==> src/rtl/hazard_fwd_ctrl.sv <==
// Hazard and forwarding controller for the 5-stage core. Shadows the EX/MEM
// destination info, registers the EX operand-mux selects, and drives IF/ID stall/flush.
module hazard_fwd_ctrl #(
  parameter int REG_AW = 5,
  parameter int CNT_W  = 16
) (
  input  logic              clk_i,
  input  logic              rst_n_i,
  input  logic              id_valid_i,
  input  logic [REG_AW-1:0] id_rs1_i,
  input  logic [REG_AW-1:0] id_rs2_i,
  input  logic              id_rs1_used_i,
  input  logic              id_rs2_used_i,
  input  logic [REG_AW-1:0] id_rd_i,
  input  logic              id_regwrite_i,
  input  logic              id_memread_i,
  input  logic              mem_stall_i,
  input  logic              branch_flush_i,
  output logic [1:0]        fwd_a_sel_o,
  output logic [1:0]        fwd_b_sel_o,
  output logic              stall_if_o,
  output logic              stall_id_o,
  output logic              bubble_ex_o,
  output logic              flush_id_o,
  output logic [CNT_W-1:0]  stall_cnt_o
);

  typedef enum logic [1:0] {RUN, LU_STALL, MEM_HOLD} state_t;

  typedef struct packed {
    logic              v;
    logic [REG_AW-1:0] rd;
    logic              regwrite;
    logic              memread;
  } ex_slot_t;

  typedef struct packed {
    logic              v;
    logic [REG_AW-1:0] rd;
    logic              regwrite;
  } mem_slot_t;

  localparam logic [1:0] SEL_RF  = 2'b00;
  localparam logic [1:0] SEL_EX  = 2'b01;
  localparam logic [1:0] SEL_MEM = 2'b10;

  state_t     state_q, state_d, held_q, held_d;
  ex_slot_t   ex_q;
  mem_slot_t  mem_q;
  logic [1:0] fwd_a_q, fwd_b_q;
  logic [CNT_W-1:0] cnt_q;
  logic       lu_hazard;
  logic       ex_take;

  // The instruction now in EX reaches MEM (01) next cycle; the one in MEM reaches WB (10).
  function automatic logic [1:0] fwd_sel(input logic [REG_AW-1:0] rs, input logic used,
                                         input ex_slot_t ex, input mem_slot_t mem);
    logic [1:0] sel;
    sel = SEL_RF;
    if (used && rs != '0) begin
      if (ex.v && ex.regwrite && ex.rd == rs)        sel = SEL_EX;
      else if (mem.v && mem.regwrite && mem.rd == rs) sel = SEL_MEM;
    end
    return sel;
  endfunction

  // NOTE: every always_comb output gets a default first so no path leaves it unassigned (no latch).
  always_comb begin
    lu_hazard = ex_q.v && ex_q.memread && ex_q.regwrite && (ex_q.rd != '0) &&
                ((id_rs1_used_i && ex_q.rd == id_rs1_i) ||
                 (id_rs2_used_i && ex_q.rd == id_rs2_i));
    ex_take   = id_valid_i && !lu_hazard && !branch_flush_i;

    stall_if_o  = 1'b0;
    stall_id_o  = 1'b0;
    bubble_ex_o = 1'b0;
    flush_id_o  = 1'b0;
    if (mem_stall_i) begin
      stall_if_o = 1'b1;
      stall_id_o = 1'b1;
    end else if (branch_flush_i) begin
      flush_id_o  = 1'b1;
      bubble_ex_o = 1'b1;
    end else if (lu_hazard) begin
      stall_if_o  = 1'b1;
      stall_id_o  = 1'b1;
      bubble_ex_o = 1'b1;
    end
  end

  always_comb begin
    state_d = state_q;
    held_d  = held_q;
    if (mem_stall_i) begin
      state_d = MEM_HOLD;
      if (state_q != MEM_HOLD) held_d = state_q;
    end else begin
      unique case (state_q)
        RUN:      if (lu_hazard && !branch_flush_i) state_d = LU_STALL;
        LU_STALL: state_d = RUN;
        MEM_HOLD: state_d = held_q;
        default:  state_d = RUN;
      endcase
    end
  end

  // NOTE: sequential state uses non-blocking assignments so every register samples pre-edge values.
  always_ff @(posedge clk_i or negedge rst_n_i) begin
    if (!rst_n_i) begin
      state_q <= RUN;
      held_q  <= RUN;
      ex_q    <= '0;
      mem_q   <= '0;
      fwd_a_q <= SEL_RF;
      fwd_b_q <= SEL_RF;
      cnt_q   <= '0;
    end else begin
      state_q <= state_d;
      held_q  <= held_d;
      if (!mem_stall_i) begin
        mem_q <= '{v: ex_q.v, rd: ex_q.rd, regwrite: ex_q.regwrite};
        if (ex_take) begin
          ex_q    <= '{v: 1'b1, rd: id_rd_i, regwrite: id_regwrite_i, memread: id_memread_i};
          fwd_a_q <= fwd_sel(id_rs1_i, id_rs1_used_i, ex_q, mem_q);
          fwd_b_q <= fwd_sel(id_rs2_i, id_rs2_used_i, ex_q, mem_q);
        end else begin
          ex_q    <= '0;
          fwd_a_q <= SEL_RF;
          fwd_b_q <= SEL_RF;
        end
      end
      if (stall_id_o && cnt_q != '1) cnt_q <= cnt_q + CNT_W'(1);
    end
  end

  assign fwd_a_sel_o = fwd_a_q;
  assign fwd_b_sel_o = fwd_b_q;
  assign stall_cnt_o = cnt_q;

endmodule

==> config.mk <==
export PLATFORM = sky130hd
export DESIGN_NAME = hazard_fwd_ctrl
export DESIGN_NICKNAME = d
export VERILOG_FILES = /design/src/rtl/hazard_fwd_ctrl.sv
export SDC_FILE = /design/constraint.sdc
export NUM_CORES = 1
export LEC_CHECK = 0
export CAP_MARGIN = 15
export CELL_PAD_IN_SITES_DETAIL_PLACEMENT = 1
export CELL_PAD_IN_SITES_GLOBAL_PLACEMENT = 1
export CORE_MARGIN = 2
export CORE_UTILIZATION = 30
export DETAILED_ROUTE_END_ITERATION = 10
export PLACE_DENSITY_LB_ADDON = 0.1
export SLEW_MARGIN = 20
export SYNTH_ARGS = -nofsm -noshare
export SYNTH_HDL_FRONTEND = slang
export SYNTH_SLANG_ARGS = --single-unit
==> constraint.sdc <==
create_clock -name clk_i -period 2.1 [get_ports clk_i]
set_input_delay 0.315 -clock clk_i [delete_from_list [all_inputs] [get_ports clk_i]]
set_output_delay 0.315 -clock clk_i [all_outputs]
set_load 0.03 [all_outputs]
### Word-level counts from Yosys, hierarchy flattened

Index checks and enable logic that the tools add are counted.

| operators by class | value |
|---|---|
| reductions and logical operators | 23 |
| mux-type cells | 16 |
| equal/unequal tests | 5 |
| $add $sub $neg | 1 |

Operator list:

| kind | count |
|---|---|
| equality test 5 bit | 4 |
| logical AND 1 bit | 17 |
| adder 16 x 1 -> 16 bit, second input constant | 1 |
| two-way mux 2 bit | 8 |
| inequality test 16 bit, second input constant | 1 |
| nonzero test 5 bit | 3 |
| two-way mux 8 bit | 1 |
| two-way mux 1 bit | 7 |
| logical NOT 1 bit | 2 |
| logical OR 1 bit | 1 |

| word-level totals | value |
|---|---|
| input port bits | 24 |
| word-level logic and storage cells | 55 |
| output and inout bits | 24 |
| register bits | 35 |

### Longest topological paths before layout

Gate-level depths: netlist (run 1).

| depth | value |
|---|---|
| depth after elaboration | 8 |
| mapped depth | 9 |
| depth with buffers taken out | 7 |

### Worst setup path before layout (run 1)

OpenSTA, ideal clock, no wires.

| timing | value |
|---|---|
| path kind | reg-to-output |
| start point | register ex_q[3] in the netlist's numbering |
| end point | output port bubble_ex_o |
| path slack | 0.000 ns |
| stages on the path, launching flop included | 7 |
| arrival time | 1.785 ns |
| cell sequence | dfrtp_1 -> xnor2_1 -> nand3_2 -> o32a_2 -> a211oi_2 -> nor2_1 -> nor2_1 |

| on the way | value |
|---|---|
| cells in the longest elaborated chain, start to end | 7 |
| elaborated cells on any way between the ends | 11 |
| those cells by class | eq/ne (2); mux (3); reduce/logical (6) |

RTL lines:

| item | line | text |
|---|---|---|
| from (decl) | 48 | `ex_slot_t ex_q;` |
| from (signal assigned) | 123 | `ex_q <= '{v: 1'b1, rd: id_rd_i, regwrite: id_regwrite_i, memread: id_memread_i};` |
| equality test 5 bit, on equally long branches | 70, 71 |  |
| logical AND 1 bit, on equally long branches | 70, 71 |  |
| logical OR 1 bit | 70 | `((id_rs1_used_i && ex_q.rd == id_rs1_i) \|\|` |
| logical AND 1 bit * | 69 | `lu_hazard = ex_q.v && ex_q.memread && ex_q.regwrite && (ex_q.rd != '0) &&` |
| two-way mux 1 bit * | 84 | `end else if (lu_hazard) begin` |
| two-way mux 1 bit * | 81 | `end else if (branch_flush_i) begin` |
| two-way mux 1 bit * | 78 | `if (mem_stall_i) begin` |
| to (decl) | 23 | `output logic bubble_ex_o,` |

Mark *: on every way between the ends. The rest lies on a longest branch, timed or not.

### Worst setup path in the final report (run 1)

| timing | value |
|---|---|
| start point | register ex_q[5] in the netlist's numbering |
| end point | output port bubble_ex_o |

The elaborated chain is that of the path after synthesis.

==> results by group, run 1 <==
Critical path
  – Crit path largest cell delay: 0.46 ns
  – Crit-path cells: xnor2_2 > nand3_2 > o32a_4 > a211oi_4 > nor2_1 > nor2_1 > buf_4
  – Reg2reg start: ex_q[5]
  – R2r setup slk: around 0.060 ns
  – Critical path arrival: 1.97 ns
  – CP Launch Type: flop
  – Crit-path leading delay family: compound AO/OA/AOI/OAI gates
  – Critical path type: reg2out
  – Worst EP required: approximately 1.8 ns
  – Crit. End Element: output pin
  – Worst path most repeated cell: nor2_1
  – Worst Path Buf+Inv: 1
  – Worst r2r path cells: 7
  – CP max FO: 3
  – RR Endpoint: stall_cnt_o[1]
  – CP max-delay cell: dfrtp_1

CTS
  – Root buffer cell: clkbuf_8
  – Clk buf depth: 2
  – Clock transition at path regs: 0.07 ns
  – Clock Sinks: 35
  – Clk_lat worst skew: 0.29 ns
  – CTS tree: built
  – CTS H-tree depth: 2
  – Clock buffer count from CTS: 5

Outcome
  – Status: finished with violations
  – Failing checks: setup timing

Power and ir drop
  – Pleak: 1.20 nW
  – P_sw: 0.714 mW
  – Pwr Density: 737 mW/mm2
  – Clock network power share: around 24%
  – Switch share: between 30% and 40%
  – Cell internal pwr: roughly 1.4 mW
  – Peak supply drop: 0.605 mV
  – Seq pwr share: 41.5%
  – Combinational Power Share: roughly a third

Placement
  – Placement Setup Slack: -0.349 ns
  – I/O Buffers: 47
  – HPWL Detailed: 4.08 mm
  – Gpl congestion: just over 0.8

Die
  – Initial Util: 31.1%
  – Cell Rows: 28
  – Core area: between 0.005 and 0.006 mm2
  – Die Ht: between 80 and 90 um
  – Die W: between 80 and 90 um
  – Ports: 48
  – Die area: a little under 0.007 mm2

Logic synthesis
  – Synthesized Nets: 197
  – Distinct cells, synth: 34
  – Syn Inst Count: 172
  – Synth area leader: dfrtp_1
  – Synth top area share: 47.6%
  – Post-synth top cells: dfrtp_1, xnor2_1, nand2_1
  – Avg Cell Area, Syn: 10.7 um2
  – Number of synthesized flops with an enable pin: 0
  – Sequential share of the synthesized area: 47.6%
  – Most frequent cell after synthesis: dfrtp_1
  – Cell Area, Synth: 0.00184 mm2
  – Most area-consuming cells after synthesis: dfrtp_1, xnor2_1, mux2_2, xor2_1, a22o_1
  – Synthesis Warnings: 0
  – Synthesized flop and latch total: 35
  – Main synth FF type: dfrtp_1
  – Post-synthesis async set-or-reset flop share: 100%

Timing
  – Post-layout min period: between 2 and 2.5 ns
  – Final setup viols: 3
  – Final Hold Fails: 0
  – Fmax: approximately 440 MHz
  – Clock skew: 0.00277 ns
  – RSZ-0062 raised after global routing: true
  – Worst-Margin Slew: 0.454 ns
  – Post-route clock period utilization: 109%
  – Max Transition Viols Final: 0
  – Worst setup margin: -0.182 ns
  – Hold_ws: 0.443 ns
  – Relative slew slack: between 60 and 70%

Route
  – Drt pass-1 iters: 4
  – WL final: 5.45 mm
  – Residual DRC count: 0
  – Initial DRC Count: 64
  – Via Count: 1622
  – Antenna Nets Post-Route: 0
  – Wirelength per Cell: between 15 and 20 um
  – Vias/cell: roughly 5.0

Min path
  – Type of the tightest min-delay check: in2async

GRT
  – Initial antenna violation count: 0
  – Overflow after GRT: 0
  – GR Util All Layers: 16.9%
  – Largest net degree at the start of global routing: 36
  – Vias in the first global route: approximately 1800
  – Global-route wire length before repair: roughly 8.5 mm

Finish
  – Antenna cell count: 0
  – Core Util, Final: 47.4%
  – Final nets: 274
  – Layout area overhead: 52.3%
  – Layout cells sized above 1: 29.7%

Run
  – Max-cap violation count: 0
==> through the flow <==
step / TNS [ns] / total power [mW] / cells / area (um2)
after floorplan: 0 / 1.21 / 172 / 1840
after global placement: -5.73 / 1.51 / 310 / 2550
after detailed placement: -7.01 / 1.54 / 310 / 2550
after CTS: -0.573 / 2.06 / 322 / 2690
after global routing: -0.878 / 2.17 / 324 / 2800
final: -0.399 / 2.07 / 324 / 2800
==> worst reg2reg max path: cells and delay by family, from the launching register on <==
family	cells	cell delay [ns]
AOI/OAI and AO/OA	2	0.52
DFF	1	0.46
muxes	1	0.33
buffers and inverters	2	0.30
xor gates and xnor gates	1	0.19
and+or+nand+nor	1	0.14
==> cell usage in the layout (no fill, tap or decap), types with 3 or more instances in the layout <==
master           instances
xnor2_1                 18
a22o_1                   7
xnor2_2                  6
clkbuf_8                 6
nand3_1                  9
dfrtp_2                  3
o31ai_2                  3
dlygate4sd2_1            5
clkdlybuf4s50_1         36
dfrtp_1                 32
nor2_1                   7
mux2_2                   9
xor2_1                  10
nand2_1                 15
buf_4                   33
nand3_2                  3
nand4_1                  8
and3_1                   3
==> final cells by class <==
type                       instances  area (um2)
fill                             640        3120
tap                               75        93.8
timing repair buffer              77         697
clock buffer                       6        82.6
sequential                        35         880
multi-input combinational        128        1040
inverter                           2        7.51
clock inverter                     1        5.00
==> worst max-delay path by stage <==
stage | to | startpoint | cells past startpoint | slack [ns]
final | bubble_ex_o | ex_q[5] | 7 | -0.18
after floorplan | bubble_ex_o | ex_q[3] | 6 | 0.0004
after global routing | bubble_ex_o | ex_q[5] | 7 | -0.32
after CTS | bubble_ex_o | ex_q[2] | 7 | -0.22
after global placement | bubble_ex_o | id_rs1_i[3] | 8 | -0.26
after detailed placement | stall_cnt_o[14] | id_rs1_i[4] | 7 | -0.35
==> sequential cells by signal (all words and copies together) (netlist names) <==
signal	flops
fwd_a_sel_o	2
fwd_b_sel_o	2
mem_q	7
stall_cnt_o	16
ex_q	8
==> cell families after synthesis <==
logic type / count (synthesis) / share of synthesized area [%]
DFF: 35 / 47.6
adders and majority gates: 1 / 0.680
xor gates and xnor gates: 34 / 16.2
AOI/OAI and AO/OA: 21 / 8.97
and+or+nand+nor: 63 / 18.8
muxes: 9 / 5.51
buffers and inverters: 9 / 2.24
==> power by group through the flow <==
stage / Clock (mW) / Sequential, mW / Combinational (mW)
2_1_floorplan: 0 / 0.985 / 0.221
3_3_place_gp: 0 / 0.861 / 0.649
3_5_place_dp: 0 / 0.866 / 0.673
4_1_cts: 0.515 / 0.855 / 0.688
5_1_grt: 0.551 / 0.868 / 0.751
6_report: 0.505 / 0.857 / 0.704
==> what timing repair did <==
item	CTS	global route
buffers inserted	7	2
cloned	0	0
gates resized for setup	10	20
hold buffers	0	0
pin swaps	10	1
setup endpoints to repair	10	20
==> layer usage <==
layer  part of all wire [%]  GRT usage (%)
met1                     40           18.6
met5                      0              0
met4                   0.97           4.17
met3                    3.6           3.70
met2                     55           32.6
No activity file was read; power rests on OpenSTA's default activity.
==> inputs of run 2 (changes only) <==
--- a/config.mk
+++ b/config.mk
@@ -11,7 +11,8 @@
 export CORE_MARGIN = 2
 export CORE_UTILIZATION = 30
 export DETAILED_ROUTE_END_ITERATION = 10
-export PLACE_DENSITY_LB_ADDON = 0.1
+export GPL_ROUTABILITY_DRIVEN = 0
+export PLACE_DENSITY = 0.71
 export SLEW_MARGIN = 20
 export SYNTH_ARGS = -nofsm -noshare
 export SYNTH_HDL_FRONTEND = slang
==> results by group, run 2 (synthesis gave the netlist of run 1 again) <==
CTS
  – CTS tree: built
  – Clk buf depth: 2 (unchanged)
  – Clk_lat worst skew: 0.28 ns (about the same)
  – Clock transition at path regs: 0.07 ns (about the same)
  – CTS H-tree depth: 2 (unchanged)
  – Root buffer cell: clkbuf_8
  – Clock buffer count from CTS: 5 (unchanged)
  – Clock Sinks: 35 (unchanged)

Finish
  – Most frequent cells in the layout: clkdlybuf4s50_1, buf_4, dfrtp_1, xnor2_1, nand2_1
  – Final nets: 275 (+0.36%)
  – Post-route insts no fill: 325 (+0.31%)
  – Layout area overhead: 52.6%
  – Max reg flops: 16 (unchanged)
  – Core Util, Final: 47.4% (+0.084 points)
  – Antenna cell count: 0 (unchanged)
  – Fill cell count: 649 (+1.4%)
  – Layout cells sized above 1: 30.0% (+0.28 points)
  – Commonest non-fill, non-tap cell in the layout: clkdlybuf4s50_1

Timing
  – Worst-Margin Slew: 0.455 ns (+0.00146 ns)
  – Post-route clock period utilization: 104% (-5.1 points)
  – RSZ-0062 raised after global routing: true
  – Relative slew slack: 69.6% (+0.18 points)
  – Fmax: 460 MHz (+4.9%)
  – Clock skew: 0.00565 ns (+0.00288 ns)
  – Post-layout min period: 2.18 ns (-0.107 ns)
  – Max Transition Viols Final: 0 (unchanged)
  – Final setup viols: 1 (-2)
  – Final Hold Fails: 0 (unchanged)
  – Setup TNS: -0.0753 ns (+0.323 ns)
  – Worst setup margin: -0.0753 ns (+0.107 ns)

Route
  – Initial DRC Count: 59 (-7.8%)
  – Drt pass-1 iters: 3 (-1)
  – Wirelength per Cell: 16.2 um (-3.5%)
  – Vias/cell: 4.97 (-0.80%)
  – Residual DRC count: 0 (unchanged)
  – Via Count: 1614 (-0.49%)
  – Antenna Nets Post-Route: 0 (unchanged)
  – WL final: 5.28 mm (-3.2%)

GRT
  – Vias in the first global route: 1784 (+1.6%)
  – Overflow after GRT: 0 (unchanged)
  – Initial antenna violation count: 0 (unchanged)
  – GR Util All Layers: 16.7% (-0.18 points)
  – Global-route wire length before repair: 8.50 mm (-0.41%)
  – Largest net degree at the start of global routing: 36 (unchanged)

Critical path
  – Crit. End Element: output pin
  – CP max FO: 4 (+1)
  – CP Launch Type: flop
  – Setup crit start: ex_q[4]
  – Critical path arrival: 1.86 ns (-0.11 ns)
  – Worst r2r path cells: 7 (unchanged)
  – Reg2reg start: ex_q[4]
  – RR Endpoint: stall_cnt_o[14]
  – R2r setup slk: 0.11 ns (+0.05 ns)
  – Critical path type: reg2out
  – Worst EP required: 1.78 ns (about the same)

Outcome
  – Failing checks: setup timing
  – Status: finished with violations

Die
  – Ports: 48 (unchanged)
  – Die area: 0.00678 mm2 (unchanged)
  – Die W: 82.3 um (unchanged)
  – Core area: 0.00592 mm2 (unchanged)
  – Die Ht: 82.3 um (unchanged)
  – Initial Util: 31.1% (unchanged)
  – Cell Rows: 28 (unchanged)

Placement
  – I/O Buffers: 47 (unchanged)
  – Placed cells: 311 (+0.32%)
  – HPWL Detailed: 3.74 mm (-8.2%)

Power and ir drop
  – Peak supply drop: 0.566 mV (-6.4%)
  – Total power: 2.04 mW (-1.2%)
  – Pleak: 1.19 nW (-0.13%)
  – Pwr Density: 726 mW/mm2 (-1.4%)

Run
  – Max-cap violation count: 0 (unchanged)

Min path
  – Type of the tightest min-delay check: in2async
[run 2: layer usage]
metal,track usage [%],part of all wire [%]
met2,30.8,53
met1,19.6,42
met3,4.02,4.1
met4,3.50,0.68
met5,0,0
[run 2: area by class of cell]
| class | instances | area, um2 | area share (%) |
|---|---|---|---|
| clock buffers | 6 | 82.6 | 2.94 |
| clock inverters | 1 | 5.00 | 0.178 |
| inverters | 2 | 7.51 | 0.267 |
| multi-input cells | 128 | 1040 | 37.1 |
| flip-flops and latches | 35 | 880 | 31.3 |
| well taps | 75 | 93.8 | 3.34 |
| repair buffers | 78 | 699 | 24.9 |
[run 2: worst max-delay path: stages, from the launching register on]
cell and delay [ns]:
dfrtp_2 0.45, xnor2_2 0.13, nand2_1 0.11, o32a_4 0.38
a211oi_4 0.18, nor2_1 0.06, nor2_1 0.09, buf_4 0.16
[run 2: per-stage QoR]
stage | hold WS, ns | setup WS [ns] | cell area, um2
after floorplan | 0.0194 | 0.000447 | 1840
after global placement | 0.474 | -0.260 | 2540
after detailed placement | 0.483 | -0.320 | 2540
after CTS | 0.468 | -0.155 | 2730
after global routing | 0.487 | -0.188 | 2810
final | 0.435 | -0.0753 | 2810
[run 2: worst max-delay path by stage]
stage	slack (ns)	to	cells past startpoint
floorplan	0.0004	bubble_ex_o	6
global placement	-0.26	ex_q[0]	9
detailed placement	-0.32	ex_q[1]	9
CTS	-0.15	bubble_ex_o	7
global route	-0.19	bubble_ex_o	7
finish	-0.08	bubble_ex_o	7
[run 2: where the power goes]
group,switching [mW],leakage [nW],internal [mW],total (mW)
Sequential,0.0948,0.462,0.761,0.855
Combinational,0.359,0.685,0.336,0.695
Clock,0.233,0.0470,0.257,0.490
[run 2: timing repair]
item	in CTS	in global routing
pin swaps	8	5
hold endpoints to repair	0	0
cloned	0	0
gates resized for setup	15	15
hold buffers	0	0
setup buffers	7	1
setup endpoints to repair	4	11
==> inputs of run 3 (changes only) <==
--- a/config.mk
+++ b/config.mk
@@ -5,10 +5,10 @@
 export SDC_FILE = /design/constraint.sdc
 export NUM_CORES = 1
 export LEC_CHECK = 0
+export ABC_CLOCK_PERIOD_IN_PS = 2100
 export CAP_MARGIN = 15
 export CELL_PAD_IN_SITES_DETAIL_PLACEMENT = 1
 export CELL_PAD_IN_SITES_GLOBAL_PLACEMENT = 1
-export CORE_MARGIN = 2
 export CORE_UTILIZATION = 30
 export DETAILED_ROUTE_END_ITERATION = 10
 export GPL_ROUTABILITY_DRIVEN = 0
@@ -17,3 +17,4 @@
 export SYNTH_ARGS = -nofsm -noshare
 export SYNTH_HDL_FRONTEND = slang
 export SYNTH_SLANG_ARGS = --single-unit
+export TNS_END_PERCENT = 50
==> results by group, run 3 (synthesis gave the netlist of run 1 again) <==
Die
  – Core area: 0.00592 mm2 (unchanged)
  – Die Ht: 80.3 um (-2.4%)
  – Cell Rows: 28 (unchanged)
  – Initial Util: 31.1% (unchanged)
  – Die W: 80.3 um (-2.4%)
  – Ports: 48 (unchanged)
  – Die area: 0.00645 mm2 (-4.8%)

Route
  – Vias/cell: 4.85 (-2.4%)
  – Initial DRC Count: 56 (-5.1%)
  – Wirelength per Cell: 15.9 um (-1.8%)
  – WL final: 5.15 mm (-2.4%)
  – Drt pass-1 iters: 6 (+3)
  – Antenna Nets Post-Route: 0 (unchanged)
  – Via Count: 1566 (-3.0%)
  – Residual DRC count: 0 (unchanged)

Timing
  – Final Hold Fails: 0 (unchanged)
  – Post-layout min period: 2.24 ns (+0.0663 ns)
  – Max Transition Viols Final: 0 (unchanged)
  – RSZ-0062 raised after global routing: true
  – Clock skew: 0.00489 ns (-0.000760 ns)
  – Setup TNS: -0.269 ns (-0.194 ns)
  – Fmax: 446 MHz (-3.0%)
  – Worst setup margin: -0.142 ns (-0.0663 ns)
  – Relative slew slack: 69.2% (-0.47 points)
  – Final setup viols: 3 (+2)
  – Worst-Margin Slew: 0.462 ns (+0.00702 ns)
  – Hold_ws: 0.443 ns (+0.00822 ns)
  – Post-route clock period utilization: 107% (+3.2 points)

Power and ir drop
  – Pwr Density: 755 mW/mm2 (+3.9%)
  – Peak supply drop: 0.764 mV (+35%)
  – Clock network power share: 26.1% (+2.1 points)
  – Cell internal pwr: 1.39 mW (+2.6%)
  – P_sw: 0.694 mW (+0.99%)
  – Seq pwr share: 41.1% (-0.8 points)
  – Total power: 2.08 mW (+2.1%)
  – Switch share: 33.3% (-0.36 points)
  – Pleak: 1.15 nW (-3.3%)
  – Combinational Power Share: 32.8% (-1.2 points)

CTS
  – CTS tree: built
  – Clk buf depth: 2 (unchanged)
  – Hold buffer count at CTS: 0 (unchanged)
  – CTS H-tree depth: 2 (unchanged)
  – Clk_lat worst skew: 0.29 ns (about the same)
  – Clock Sinks: 35 (unchanged)
  – Root buffer cell: clkbuf_8
  – Clock transition at path regs: 0.07 ns (about the same)
  – Clock buffer count from CTS: 5 (unchanged)

Finish
  – Final nets: 272 (-1.1%)
  – Core Util, Final: 46.6% (-0.82 points)
  – Layout area overhead: 50.0%
  – Antenna cell count: 0 (unchanged)
  – Layout cells sized above 1: 27.8% (-2.2 points)
  – Most frequent cells in the layout: clkdlybuf4s50_1, dfrtp_1, buf_4, xnor2_1, nand2_1
  – Post-route insts no fill: 323 (-0.62%)
  – Commonest non-fill, non-tap cell in the layout: clkdlybuf4s50_1
  – Final standard cell area without fillers: 0.00276 mm2 (-1.7%)
  – Max reg flops: 16 (unchanged)

GRT
  – Overflow after GRT: 0 (unchanged)
  – Global-route wire length before repair: 8.34 mm (-1.9%)
  – Vias in the first global route: 1731 (-3.0%)
  – Initial antenna violation count: 0 (unchanged)
  – Largest net degree at the start of global routing: 36 (unchanged)
  – GR Util All Layers: 17.3% (+0.52 points)

Placement
  – I/O Buffers: 47 (unchanged)
  – HPWL Detailed: 3.60 mm (-3.9%)
  – Placed cells: 306 (-1.6%)
  – Cell area after placement: 0.00252 mm2 (-0.98%)
  – Placement Setup Slack: -0.327 ns (-0.00715 ns)

Critical path
  – Crit path largest cell delay: 0.53 ns (+0.08 ns)
  – Reg2reg start: ex_q[3]
  – Worst setup path endpoint: bubble_ex_o
  – RR Endpoint: fwd_a_sel_o[1]
  – CP Launch Type: input port
  – Worst Path Buf+Inv: 2 (+1)
  – Crit-path cells: clkdlybuf4s50_1 > xnor2_1 > nand3_2 > o32a_4 > a211oi_4 > nor2_1 > nor2_1 > buf_4
  – Crit-path leading delay family: buffers and inverters
  – CP max FO: 3 (-1)
  – Worst path most repeated cell: nor2_1
  – CP max-delay cell: clkdlybuf4s50_1
  – Critical path type: in2out
  – Worst r2r path cells: 6 (-1)
  – Critical path arrival: 1.93 ns (+0.07 ns)
  – Worst EP required: 1.78 ns (about the same)
  – Setup crit start: id_rs2_i[2]
  – Crit. End Element: output pin
  – R2r setup slk: 0.03 ns (-0.08 ns)
  – CP Depth: 8 (+1)

Outcome
  – Failing checks: setup timing
  – Status: finished with violations

Run
  – Max-cap violation count: 0 (unchanged)

Min path
  – Type of the tightest min-delay check: in2async
[run 3: cell types whose count changed in the layout (fill, tap and decap cells not counted), sizes merged]
cell / previous run / this run
buf: 35 / 32
clkbuf: 6 / 8
clkdlybuf4s50: 36 / 38
clkinv: 1 / 0
dlymetal6s2s: 2 / 0
[run 3: layout make-up]
cell class | count | area, um2
Clock buffer | 8 | 100
Sequential cell | 35 | 881
Tap cell | 75 | 93.8
Multi-Input combinational cell | 128 | 1000
Timing Repair Buffer | 75 | 677
Fill cell | 677 | 3160
Inverter | 2 | 7.51
[run 3: worst register-to-register path, stage by stage (launching register included)]
cell and delay, ns:
dfrtp_2 0.46, buf_4 0.16, nor3_2 0.30, a211oi_4 0.11
buf_4 0.15, or4b_4 0.52, o31ai_1 0.27
[run 3: routing by layer]
metal	vias up	wire [um]	track usage, %	share of wire, %
li1	755	-	-	-
met1	764	2250	20.1	44
met2	38	2560	30.2	50
met3	9	252	4.55	4.9
met4	0	89	6.61	1.7
met5	-	0	0	0
[run 3: timing repair]
item	CTS	global route
gates resized for setup	12	9
cloned	0	0
endpoints found under the setup margin	10	7
pin swaps	8	5
buffers inserted	8	1
[run 3: worst min-delay path by stage]
stage,from,endpoint,cells after the start
3_5_place_dp,fwd_b_sel_o[1],fwd_b_sel_o[1],2
5_1_grt,rst_n_i,mem_q[6],2
4_1_cts,rst_n_i,mem_q[2],2
6_report,rst_n_i,mem_q[3],2
3_3_place_gp,fwd_a_sel_o[0],fwd_a_sel_o[0],2
2_1_floorplan,rst_n_i,ex_q[0],0
[run 3: power by group through the flow]
stage | Combinational, mW | Sequential, mW | Clock [mW]
floorplan | 0.221 | 0.985 | 0
detailed placement | 0.653 | 0.868 | 0
global route | 0.729 | 0.874 | 0.586
CTS | 0.675 | 0.858 | 0.560
finish | 0.683 | 0.857 | 0.543
global placement | 0.641 | 0.867 | 0
